**config.mk**
```make
export PLATFORM = sky130hd
export DESIGN_NAME = mmio_uart_tx_flat
export DESIGN_NICKNAME = d
export VERILOG_FILES = /design/src/rtl/mmio_uart_tx_pkg.sv /design/src/rtl/mmio_uart_tx_if.sv /design/src/rtl/mmio_uart_tx_sync_fifo.sv /design/src/rtl/mmio_uart_tx.sv /design/src/flat_wrapper.sv
export SDC_FILE = /design/constraint.sdc
export NUM_CORES = 1
export LEC_CHECK = 0
export ABC_AREA = 1
export CORE_ASPECT_RATIO = 1.25
export CORE_MARGIN = 8
export CORE_UTILIZATION = 40
export DETAILED_ROUTE_END_ITERATION = 8
export HOLD_SLACK_MARGIN = 0.05
export PLACE_DENSITY = 0.7
export SLEW_MARGIN = 20
export SYNTH_ARGS = -nofsm -noshare
export SYNTH_HDL_FRONTEND = slang
export SYNTH_SLANG_ARGS = --single-unit
```
**constraint.sdc**
```tcl
create_clock -name CLK -period 4.1 [get_ports CLK]
set_input_delay 0.41 -clock CLK [delete_from_list [all_inputs] [get_ports CLK]]
set_output_delay 0.41 -clock CLK [all_outputs]
set_load 0.05 [all_outputs]
```
**src/rtl/mmio_uart_tx_pkg.sv**
```systemverilog
// rtl/mmio_uart_tx_pkg.sv - shared register map, status bits and TX state encoding
// Purpose: constants shared by the MMIO UART transmitter and its bench.
// Contents: register offsets (address[3:2]), STATUS bit indices, TX FSM state type.
package mmio_uart_tx_pkg;

    localparam logic [1:0] LEDS_OFF   = 2'd0;
    localparam logic [1:0] TXDATA_OFF = 2'd1;
    localparam logic [1:0] STATUS_OFF = 2'd2;
    localparam logic [1:0] BAUD_OFF   = 2'd3;

    localparam int ST_FULL  = 0;
    localparam int ST_EMPTY = 1;
    localparam int ST_BUSY  = 2;
    localparam int ST_OVF   = 3;

    typedef enum logic [1:0] {
        IDLE  = 2'd0,
        START = 2'd1,
        DATA  = 2'd2,
        STOP  = 2'd3
    } tx_state_t;

endpackage

```
**src/rtl/mmio_uart_tx_if.sv**
```systemverilog
// rtl/mmio_uart_tx_if.sv - processor data-bus interface for the MMIO UART block
// Purpose: groups the program-memory-style bus signals.
// Signals: address, read, writeData, writeMask (master -> slave), readData (slave -> master).
interface mmio_uart_tx_if;
    logic [31:0] address;
    logic        read;
    logic [31:0] writeData;
    logic [3:0]  writeMask;
    logic [31:0] readData;

    modport master (output address, read, writeData, writeMask, input readData);
    modport slave  (input address, read, writeData, writeMask, output readData);
endinterface

```
**src/rtl/mmio_uart_tx_sync_fifo.sv**
```systemverilog
// rtl/mmio_uart_tx_sync_fifo.sv - synchronous FIFO with combinational head output
// Purpose: TX byte buffer. Pushes to a full FIFO and pops from an empty one are ignored.
// Ports: CLK, RESET (async active-low), push, pop, din, dout (head), full, empty.
module sync_fifo #(
    parameter int WIDTH = 8,
    parameter int DEPTH = 4
) (
    input  logic             CLK,
    input  logic             RESET,
    input  logic             push,
    input  logic             pop,
    input  logic [WIDTH-1:0] din,
    output logic [WIDTH-1:0] dout,
    output logic             full,
    output logic             empty
);
    localparam int AW = $clog2(DEPTH);

    logic [WIDTH-1:0] mem_q [DEPTH];
    logic [AW-1:0]    wr_ptr_q, rd_ptr_q;
    logic [AW:0]      count_q;
    logic             do_push, do_pop;

    assign full    = (count_q == (AW+1)'(DEPTH));
    assign empty   = (count_q == '0);
    assign dout    = mem_q[rd_ptr_q];
    assign do_push = push && !full;
    assign do_pop  = pop && !empty;

    always_ff @(posedge CLK) begin
        if (do_push) mem_q[wr_ptr_q] <= din;
    end

    always_ff @(posedge CLK or negedge RESET) begin
        if (!RESET) begin
            wr_ptr_q <= '0;
            rd_ptr_q <= '0;
            count_q  <= '0;
        end else begin
            if (do_push) wr_ptr_q <= wr_ptr_q + 1'b1;
            if (do_pop)  rd_ptr_q <= rd_ptr_q + 1'b1;
            case ({do_push, do_pop})
                2'b10:   count_q <= count_q + 1'b1;
                2'b01:   count_q <= count_q - 1'b1;
                default: count_q <= count_q;
            endcase
        end
    end
endmodule

```
**src/rtl/mmio_uart_tx.sv**
```systemverilog
// rtl/mmio_uart_tx.sv - memory-mapped LED register plus FIFO-buffered 8N1 UART transmitter
// Purpose: bus responder at BASE_ADDR with LEDS, TXDATA, STATUS and BAUD_DIV registers.
// Ports: CLK, RESET (async active-low), bus (slave modport), LEDS (LED register), TXD (serial out, idle high).
module mmio_uart_tx
    import mmio_uart_tx_pkg::*;
#(
    parameter logic [31:0] BASE_ADDR   = 32'h0000_1000,
    parameter int          FIFO_DEPTH  = 4,
    parameter logic [15:0] DEFAULT_DIV = 16'd868
) (
    input  logic               CLK,
    input  logic               RESET,
    mmio_uart_tx_if.slave      bus,
    output logic [31:0]        LEDS,
    output logic               TXD
);
    logic        sel, wr, push, pop, full, empty, busy;
    logic [1:0]  off;
    logic [7:0]  fifo_dout;
    logic [31:0] leds_q, rdata_q, rd_val;
    logic [15:0] baud_div_q;
    logic        ovf_q;

    tx_state_t   state_q, state_d;
    logic [7:0]  shift_q, shift_d;
    logic [2:0]  bit_cnt_q, bit_cnt_d;
    logic [15:0] baud_cnt_q, baud_cnt_d;
    logic [15:0] div_q, div_d;
    logic        bit_end;

    assign sel  = (bus.address[31:4] == BASE_ADDR[31:4]);
    assign off  = bus.address[3:2];
    assign wr   = sel && (bus.writeMask != 4'b0000);
    assign push = wr && (off == TXDATA_OFF) && bus.writeMask[0];
    assign busy = (state_q != IDLE) || !empty;

    sync_fifo #(.WIDTH(8), .DEPTH(FIFO_DEPTH)) u_fifo (
        .CLK   (CLK),
        .RESET (RESET),
        .push  (push),
        .pop   (pop),
        .din   (bus.writeData[7:0]),
        .dout  (fifo_dout),
        .full  (full),
        .empty (empty)
    );

    always_comb begin
        rd_val = 32'h0;
        case (off)
            LEDS_OFF:   rd_val = leds_q;
            STATUS_OFF: begin
                rd_val[ST_FULL]  = full;
                rd_val[ST_EMPTY] = empty;
                rd_val[ST_BUSY]  = busy;
                rd_val[ST_OVF]   = ovf_q;
            end
            BAUD_OFF:   rd_val = {16'h0, baud_div_q};
            default:    rd_val = 32'h0;
        endcase
    end

    always_ff @(posedge CLK or negedge RESET) begin
        if (!RESET) begin
            leds_q     <= 32'h0;
            baud_div_q <= DEFAULT_DIV;
            ovf_q      <= 1'b0;
            rdata_q    <= 32'h0;
        end else begin
            // Unselected reads return 0 so several responders can be OR-ed.
            if (bus.read) rdata_q <= sel ? rd_val : 32'h0;
            if (wr && off == LEDS_OFF) begin
                for (int b = 0; b < 4; b++)
                    if (bus.writeMask[b]) leds_q[8*b +: 8] <= bus.writeData[8*b +: 8];
            end
            if (wr && off == BAUD_OFF) begin
                if (bus.writeMask[0]) baud_div_q[7:0]  <= bus.writeData[7:0];
                if (bus.writeMask[1]) baud_div_q[15:8] <= bus.writeData[15:8];
            end
            if (push && full)
                ovf_q <= 1'b1;
            else if (wr && off == STATUS_OFF && bus.writeMask[0] && bus.writeData[ST_OVF])
                ovf_q <= 1'b0;
        end
    end

    assign bit_end = (baud_cnt_q == div_q - 16'd1);

    always_comb begin
        state_d    = state_q;
        shift_d    = shift_q;
        bit_cnt_d  = bit_cnt_q;
        baud_cnt_d = baud_cnt_q;
        div_d      = div_q;
        pop        = 1'b0;
        // Frame load is shared by IDLE and the back-to-back path out of STOP.
        if ((state_q == IDLE || (state_q == STOP && bit_end)) && !empty) begin
            pop        = 1'b1;
            shift_d    = fifo_dout;
            div_d      = (baud_div_q == 16'd0) ? 16'd1 : baud_div_q;
            bit_cnt_d  = 3'd0;
            baud_cnt_d = 16'd0;
            state_d    = START;
        end else if (state_q != IDLE) begin
            if (!bit_end) begin
                baud_cnt_d = baud_cnt_q + 16'd1;
            end else begin
                baud_cnt_d = 16'd0;
                case (state_q)
                    START: state_d = DATA;
                    DATA: begin
                        shift_d   = {1'b0, shift_q[7:1]};
                        bit_cnt_d = bit_cnt_q + 3'd1;
                        if (bit_cnt_q == 3'd7) state_d = STOP;
                    end
                    default: state_d = IDLE;
                endcase
            end
        end
    end

    always_ff @(posedge CLK or negedge RESET) begin
        if (!RESET) begin
            state_q    <= IDLE;
            shift_q    <= 8'h0;
            bit_cnt_q  <= 3'd0;
            baud_cnt_q <= 16'd0;
            div_q      <= 16'd1;
        end else begin
            state_q    <= state_d;
            shift_q    <= shift_d;
            bit_cnt_q  <= bit_cnt_d;
            baud_cnt_q <= baud_cnt_d;
            div_q      <= div_d;
        end
    end

    always_comb begin
        case (state_q)
            START:   TXD = 1'b0;
            DATA:    TXD = shift_q[0];
            default: TXD = 1'b1;
        endcase
    end

    assign LEDS        = leds_q;
    assign bus.readData = rdata_q;
endmodule

```
**src/flat_wrapper.sv**
```systemverilog
// flat-port wrapper written by rule: the top's interface ports become plain ports
module mmio_uart_tx_flat import mmio_uart_tx_pkg::*;
#(
    parameter logic [31:0] BASE_ADDR   = 32'h0000_1000,
    parameter int          FIFO_DEPTH  = 4,
    parameter logic [15:0] DEFAULT_DIV = 16'd868
)
  (CLK, RESET, LEDS, TXD, bus_address, bus_read, bus_writeData, bus_writeMask, bus_readData);
  mmio_uart_tx_if bus_i ();
  input  logic CLK;
  input  logic RESET;
  output logic [31:0] LEDS;
  output logic TXD;
  input wire logic [$bits(bus_i.address)-1:0] bus_address;
  input wire logic [$bits(bus_i.read)-1:0] bus_read;
  input wire logic [$bits(bus_i.writeData)-1:0] bus_writeData;
  input wire logic [$bits(bus_i.writeMask)-1:0] bus_writeMask;
  output wire logic [$bits(bus_i.readData)-1:0] bus_readData;
  assign bus_i.address = bus_address;
  assign bus_i.read = bus_read;
  assign bus_i.writeData = bus_writeData;
  assign bus_i.writeMask = bus_writeMask;
  assign bus_readData = bus_i.readData;
  mmio_uart_tx #(.BASE_ADDR(BASE_ADDR), .FIFO_DEPTH(FIFO_DEPTH), .DEFAULT_DIV(DEFAULT_DIV)) u_core (.CLK(CLK), .RESET(RESET), .bus(bus_i), .LEDS(LEDS), .TXD(TXD));
endmodule
```
==> summary.txt, run 1 <==
Setup path
  • Crit path DAT: roughly 3.6 ns
  • Critical-path top delay cell: dfstp_2
  • Worst setup EP type: flip-flop
  • Critical path type: reg -> reg
  • Reg2reg end: u_core.u_fifo.count_q[2]$_DFFE_PN0P_
  • FF-to-FF Start: u_core.div_q[0]$_DFFE_PN1N_
  • Critical path cell sequence: inv_1 -> ha_1 -> nand2_4 -> nor2_8 -> nand2_1 -> nand2_1 -> nand2_1 -> nand2_1 -> nor2_1 -> nand2_1 -> nor2_2 -> nand2_1 -> nand2_4 -> nand2_4 -> inv_1 -> ha_1 -> inv_1 -> fa_1 -> nor2_1 -> nor2_1 -> nand2_1 -> xor2_1
  • CP Launch Type: flip-flop
  • Most used cell, CP: nand2_1
  • R2R Setup Slk: roughly 0.85 ns
  • Worst EP required: around 4.4 ns
  • R2R depth: 22
  • Worst setup endpoint: u_core.u_fifo.count_q[2]$_DFFE_PN0P_
  • CP peak stage delay: around 0.53 ns
  • Critical Path Fanout Max: 8
  • Crit path from: u_core.div_q[0]$_DFFE_PN1N_

CTS
  • CTS tree: yes
  • # H-tree levels: 4
  • Post-CTS Setup Repair Bufs: 0
  • Post-CTS Hold Buffers: 0
  • Worst-Skew Late Latency: approximately 0.42 ns
  • Sinks on the clock net: 165
  • Post-CTS sizing: 0
  • Num CTS Buffers: 17
  • Clk buf depth: 2
  • Clock Tree Root: clkbuf_16
  • Clock slew at reported path FFs: about 0.06 ns

Logic synthesis
  • Yosys Warn Count: 0
  • Distinct cells, synth: 43
  • Syn Nets: 1008
  • Yosys reg bits: 165
  • Post-Syn Instances: 918
  • FFs w/ async S/R, synth: roughly four fifths
  • Ys flop type: dfrtp_1
  • Post-synth EDFFs: 32
  • Mapped Area: a little over 0.008 mm^2
  • Avg Cell Area, Syn: 8.77 um^2
  • Sequential element share of the synthesized area: approximately 53%

Floorplanning
  • Die width: 143 um
  • Io pins: between 100 and 150
  • Initial Util: between 40% and 50%
  • Die area: ~0.025 mm^2
  • Core region area: ~0.020 mm^2
  • Die height: between 150 and 200 um
  • Row count: between 50 and 60

Final layout
  • Fill cell count: between 1500 and 2000
  • Finished Layout Cells: between 1000 and 1500
  • Final Instance Area: about 0.010 mm^2
  • Area of the multi-input gates: about 0.0032 mm^2
  • Layout cell share with drive strength beyond 1: around 6.3%
  • Final Net Count: about 1100
  • Synth-to-Final Area Change: 26.2%
  • Reg area: approximately 0.0043 mm^2
  • N_diodes: 0

Job
  • Max-Cap Viols: 0

Pwr
  • Sw Pwr: 745 uW
  • VDD IR max: approximately 0.22 mV
  • Combinational power share: between 4 and 5%
  • Pint: between 2 and 3 mW
  • Leakage power: approximately 4.5 nW
  • PwrDens: about 330 mW/mm^2
  • Flop pwr share: 50.3%
  • Clock share of power: a little under half
  • Sw frac: ~22%

Routing
  • Avg WL per Cell: about 15 um
  • WL final: about 20 mm
  • Vias: 6567
  • ANT nets after route: 0
  • Residual DRC: 0
  • Drt initial violations: 350
  • Routed vias/inst: roughly 5
  • First-pass DRT Iterations: 5

STA
  • Tmin final: ~3.3 ns
  • Worst Max-Slew Pin Slew: ~0.91 ns
  • Final clock skew: approximately 0.011 ns
  • Final Setup Violations: 0
  • Final hold viol count: 0
  • Slew Viols, Final: 0
  • RSZ-0062 raised after global routing: false
  • Final Cycle Share: 79.3%
  • Final TNS setup: 0 ns
  • Max_slew headroom: a little under 40%
  • Max Clock Freq: a little over 300 MHz

Placed design
  • Port Buffer Count: 133
  • Final Wtd Congestion: about 0.84
  • Post-DP Area: between 0.009 and 0.01 mm^2
  • Hpwl dp: approximately 15 mm
  • Placed cells: 1295

GRT
  • Overflow after GRT: 0
  • Initial antenna violation count: 0
  • First-pass GRT wire length: between 30 and 40 mm
  • Largest net degree at the start of global routing: 100
  • GRT Total Usage: 16.8%
  • Number of global-route vias before repair: 6702

Run status
  • Outcome: finished, final reports clean

Worst hold path
  • Worst hold path type: in -> async
-- metal layers --
metal,share of wire [%],wire length (um),track usage (%),vias to the layer above
li1,-,-,-,3248
met1,41,8130,19.0,3137
met2,50,10100,28.8,159
met3,7.2,1440,5.60,23
met4,2.0,402,5.73,0
met5,0,0,0,-
-- final cells by class --
cell class	count	share of cell area (%)
Sequential cell	165	42.3
Multi-Input combinational cell	620	31.6
Timing Repair Buffer	137	13.4
Clock buffer	19	4.26
Inverter	103	3.81
Tap cell	270	3.33
Clock inverter	13	1.22
-- sequential cells by signal (all words and copies together) (netlist names) --
signal                  count
u_core.LEDS                32
u_core.bus.readData        32
u_core.u_fifo.mem_q        32
u_core.baud_cnt_q          16
u_core.baud_div_q          16
u_core.div_q               16
u_core.shift_q              8
u_core.bit_cnt_q            3
u_core.u_fifo.count_q       3
u_core.state_q              2
u_core.u_fifo.rd_ptr_q      2
u_core.u_fifo.wr_ptr_q      2
u_core.ovf_q                1
-- Yosys cell counts (all sizes together) (7+ instances only) --
library cell / n / area share, %
nand2: 258 / 13
dfrtp: 127 / 39
o21ai: 106 / 6.6
inv: 101 / 4.7
nor2: 81 / 4.6
nand3: 57 / 3.6
edfxtp: 32 / 12
clkbuf: 19 / 0.90
ha: 18 / 2.8
xor2: 18 / 2.1
a32o: 14 / 1.7
buf: 11 / 0.98
nand4: 10 / 0.78
o22ai: 8 / 0.62
xnor2: 8 / 0.87
a21oi: 7 / 0.58
nor4: 7 / 0.54
-- critical path, delay by kind of cell (launching register included) --
family        cells  cell delay, ns
xor+xnor          1            0.14
simple gates     15            1.26
buf+inv           3            0.38
fa+ha+maj         3            0.87
flops             1            0.53
-- per-stage QoR --
stage	worst slack, ns	utilization [%]	hold slack, ns	total power, mW
finish	0.850	50.9	0.0611	3.33
global route	0.476	50.9	0.136	3.44
CTS	0.840	50.9	0.123	3.35
detailed placement	0.870	48.1	0.463	1.86
global placement	0.912	48.1	0.459	1.86
floorplan	1.21	-	0.114	1.74
-- kinds of logic (layout without fill, tap and decap cells) --
kind of cell               Yosys count  after routing  share of synthesized area [%]
and+or+nand+nor                    434            434                           23.8
buffers and inverters              133            272                           6.69
adders and majority gates           19             19                           3.05
AOI/OAI and AO/OA                  139            139                           9.87
muxes                                2              2                          0.249
DFF                                165            165                           53.4
xor gates and xnor gates            26             26                           2.92
-- worst min-delay path by stage --
stage	start	to	slack, ns
floorplan	RESET	u_core.LEDS[0]$_DFFE_PN0P_	0.11
global placement	u_core.shift_q[7]$_DFFE_PN0P_	u_core.shift_q[7]$_DFFE_PN0P_	0.46
detailed placement	u_core.shift_q[7]$_DFFE_PN0P_	u_core.shift_q[7]$_DFFE_PN0P_	0.46
CTS	RESET	u_core.bus.readData[25]$_DFFE_PN0P_	0.12
global route	RESET	u_core.shift_q[0]$_DFFE_PN0P_	0.14
finish	RESET	u_core.shift_q[1]$_DFFE_PN0P_	0.06
-- layout by cell type (no fill, tap or decap), types with 2 or more instances in the layout --
master / netlist / final
nand2_1: 249 / 249
clkdlybuf4s50_1: 0 / 132
dfrtp_1: 127 / 127
inv_1: 99 / 99
o21ai_0: 84 / 84
nor2_1: 73 / 73
nand3_1: 56 / 56
edfxtp_1: 32 / 32
o21ai_1: 22 / 22
ha_1: 18 / 18
xor2_1: 17 / 17
clkbuf_16: 0 / 17
a32o_1: 14 / 14
nand4_1: 10 / 10
xnor2_1: 8 / 8
o22ai_1: 8 / 8
nor4_1: 7 / 7
nand3b_1: 6 / 6
a21oi_1: 6 / 6
nor3_1: 6 / 6
dfstp_2: 6 / 6
nand2_2: 5 / 5
nor2_2: 4 / 4
nand2_4: 4 / 4
or2_2: 4 / 4
clkinvlp_4: 0 / 4
buf_4: 0 / 4
nor2_8: 3 / 3
clkinv_1: 2 / 3
inv_6: 0 / 3
and3_1: 2 / 2
inv_2: 2 / 2
a31oi_1: 2 / 2
mux2i_1: 2 / 2
o211ai_1: 2 / 2
clkbuf_1: 18 / 2
clkinv_4: 0 / 2
-- power groups by stage --
stage / registers [mW] / logic [mW] / clock network [mW]
2_1_floorplan: 1.71 / 0.0381 / 0
3_3_place_gp: 1.70 / 0.152 / 0
4_1_cts: 1.67 / 0.153 / 1.53
6_report: 1.67 / 0.149 / 1.51
5_1_grt: 1.67 / 0.165 / 1.60
3_5_place_dp: 1.70 / 0.153 / 0
Note: power is estimated with default switching activity, not from simulation.
==> inputs of run 2 (changes only) <==
==> constraint.sdc (replaced) <==
create_clock -name CLK -period 3.3 [get_ports CLK]
set_input_delay 0.33 -clock CLK [delete_from_list [all_inputs] [get_ports CLK]]
set_output_delay 0.33 -clock CLK [all_outputs]
set_load 0.05 [all_outputs]
==> summary.txt, run 2 (synthesis gave the netlist of run 1 again) <==
STA
  • Setup slack after layout: 0.281 ns (-0.568 ns)
  • Final Cycle Share: 91.5% (+12 points)
  • Tmin final: 3.02 ns (-0.232 ns)
  • Max_slew headroom: 49.4% (+10 points)
  • Slew Viols, Final: 0 (unchanged)
  • RSZ-0062 raised after global routing: false
  • Final clock skew: 0.00787 ns (-0.00356 ns)
  • Final Setup Violations: 0 (unchanged)
  • Worst Max-Slew Pin Slew: 0.759 ns (-0.152 ns)
  • Final hold viol count: 0 (unchanged)
  • Max Clock Freq: 331 MHz (+7.7%)
  • Final TNS setup: 0 ns (unchanged)

Setup path
  • R2R depth: 20 (-9.1%)
  • Crit path from: u_core.div_q[0]$_DFFE_PN1N_
  • Reg2reg end: u_core.u_fifo.count_q[2]$_DFFE_PN0P_
  • Worst EP required: 3.64 ns (-0.80 ns)
  • R2R Setup Slk: 0.28 ns (-0.57 ns)
  • Critical path type: reg -> reg
  • FF-to-FF Start: u_core.div_q[0]$_DFFE_PN1N_
  • CP Launch Type: flip-flop
  • Worst setup EP type: flip-flop
  • Critical Path Fanout Max: 8 (unchanged)
  • Crit path DAT: 3.36 ns (-0.23 ns)
  • Worst setup endpoint: u_core.u_fifo.count_q[2]$_DFFE_PN0P_

Floorplanning
  • Die width: 143 um (unchanged)
  • Io pins: 136 (unchanged)
  • Row count: 58 (unchanged)
  • Die area: 0.0249 mm^2 (unchanged)
  • Die height: 175 um (unchanged)
  • Initial Util: 40.3% (unchanged)
  • Core region area: 0.0200 mm^2 (unchanged)

Placed design
  • Final Wtd Congestion: 0.844 (+0.49%)
  • Placed cells: 1307 (+0.93%)
  • Pre-CTS setup slack: 0.198 ns (-0.672 ns)
  • Port Buffer Count: 133 (unchanged)
  • Hpwl dp: 14.8 mm (-0.85%)

Job
  • Max-Cap Viols: 0 (unchanged)

CTS
  • CTS tree: yes
  • Num CTS Buffers: 17 (unchanged)
  • # H-tree levels: 4 (unchanged)
  • Clk buf depth: 2 (unchanged)
  • Sinks on the clock net: 165 (unchanged)
  • Worst-Skew Late Latency: 0.42 ns (about the same)
  • Clock slew at reported path FFs: 0.07 ns (about the same)
  • Clock Tree Root: clkbuf_16

Routing
  • WL final: 20.0 mm (about the same)
  • First-pass DRT Iterations: 5 (unchanged)
  • Avg WL per Cell: 14.9 um (-0.97%)
  • Drt initial violations: 478 (+37%)
  • Residual DRC: 0 (unchanged)
  • Vias: 6574 (+0.11%)
  • ANT nets after route: 0 (unchanged)
  • Routed vias/inst: 4.91 (-0.86%)

Final layout
  • Fill cell count: 1863 (+2.0%)
  • Finished Layout Cells: 1340 (+0.98%)
  • Final Net Count: 1147 (+1.1%)
  • Most frequent cells in the layout: 249 x nand2_1, 132 x clkdlybuf4s50_1, 127 x dfrtp_1, 98 x inv_1, 84 x o21ai_0
  • N_diodes: 0 (unchanged)
  • Layout cell share with drive strength beyond 1: 7.85% (+1.5 points)
  • Commonest non-fill, non-tap cell in the layout: nand2_1
  • Layout Utilization: 51.6% (+0.75 points)
  • Synth-to-Final Area Change: 28.0%

Run status
  • Outcome: finished, final reports clean

Pwr
  • Leakage power: 4.63 nW (+2.0%)
  • PwrDens: 409 mW/mm^2 (+25%)
  • VDD IR max: 0.298 mV (+33%)

GRT
  • GRT Total Usage: 16.9% (+0.090 points)
  • Largest net degree at the start of global routing: 82 (-18%)
  • First-pass GRT wire length: 33.7 mm (+0.56%)
  • Initial antenna violation count: 0 (unchanged)
  • Overflow after GRT: 0 (unchanged)
  • Number of global-route vias before repair: 6849 (+2.2%)

Worst hold path
  • Worst hold path type: in -> reg
==> run 2: timing repair <==
action / in CTS / in global routing
buffers inserted: 0 / 0
hold buffers: 1 / 0
hold endpoints to repair: 78 / 0
endpoints found under the setup margin: 0 / 1
gates resized for setup: 0 / 4
==> run 2: per-stage QoR <==
stage,hold slack (ns),total power [mW],cell area [um^2]
finish,0.457,4.21,10300
global route,0.467,4.35,10300
CTS,0.441,4.25,10300
detailed placement,0.444,2.31,9700
global placement,0.431,2.31,9700
floorplan,0.0344,2.17,8050
==> run 2: layer usage <==
metal  vias up  track usage [%]  part of all wire, %
met5         -                0                    0
met4         0             5.42                  1.5
met3        17             5.32                  6.8
met2       175             29.7                   51
met1      3111             18.8                   40
li1       3271                -                    -
==> run 2: worst min-delay path by stage <==
stage,start,endpoint,cells past startpoint
5_1_grt,bus_writeData[30],u_core.LEDS[30]$_DFFE_PN0P_,3
3_5_place_dp,RESET,u_core.bit_cnt_q[2]$_DFFE_PN0P_,1
2_1_floorplan,RESET,u_core.LEDS[0]$_DFFE_PN0P_,0
3_3_place_gp,RESET,u_core.shift_q[2]$_DFFE_PN0P_,1
6_report,bus_writeData[23],u_core.LEDS[23]$_DFFE_PN0P_,3
4_1_cts,bus_writeData[23],u_core.LEDS[23]$_DFFE_PN0P_,3
==> run 2: cell type report <==
| type | count | area [um^2] | area share [%] |
|---|---|---|---|
| Timing Repair Buffer | 150 | 1480 | 14.3 |
| Multi-Input combinational cell | 620 | 3220 | 31.2 |
| Tap cell | 270 | 338 | 3.28 |
| Inverter | 103 | 390 | 3.79 |
| Clock inverter | 14 | 133 | 1.29 |
| Sequential cell | 165 | 4300 | 41.7 |
| Clock buffer | 18 | 450 | 4.37 |
==> run 2: critical path: stages, from the launching register on <==
cell and delay (ns):
dfstp_2 0.54, inv_1 0.05, ha_2 0.31, or2_2 0.10, nand2_1 0.06, nor2_2 0.10, inv_1 0.05, nor2_1 0.09
nand3_1 0.09, nor2_2 0.14, nand2_1 0.10, nand2_4 0.12, nand2_4 0.07, clkinvlp_4 0.13, ha_1 0.16, inv_1 0.06
fa_1 0.39, nor2_1 0.11, nor2_1 0.04, nand2_1 0.07, xor2_1 0.15
==> run 2: where the power goes <==
| part | leakage (nW) | internal (mW) | switching, mW |
|---|---|---|---|
| clock | 0.288 | 1.05 | 0.891 |
| sequential | 2.12 | 2.08 | 0.00105 |
| combinational | 2.22 | 0.0896 | 0.103 |
| total | 4.63 | 3.21 | 0.995 |
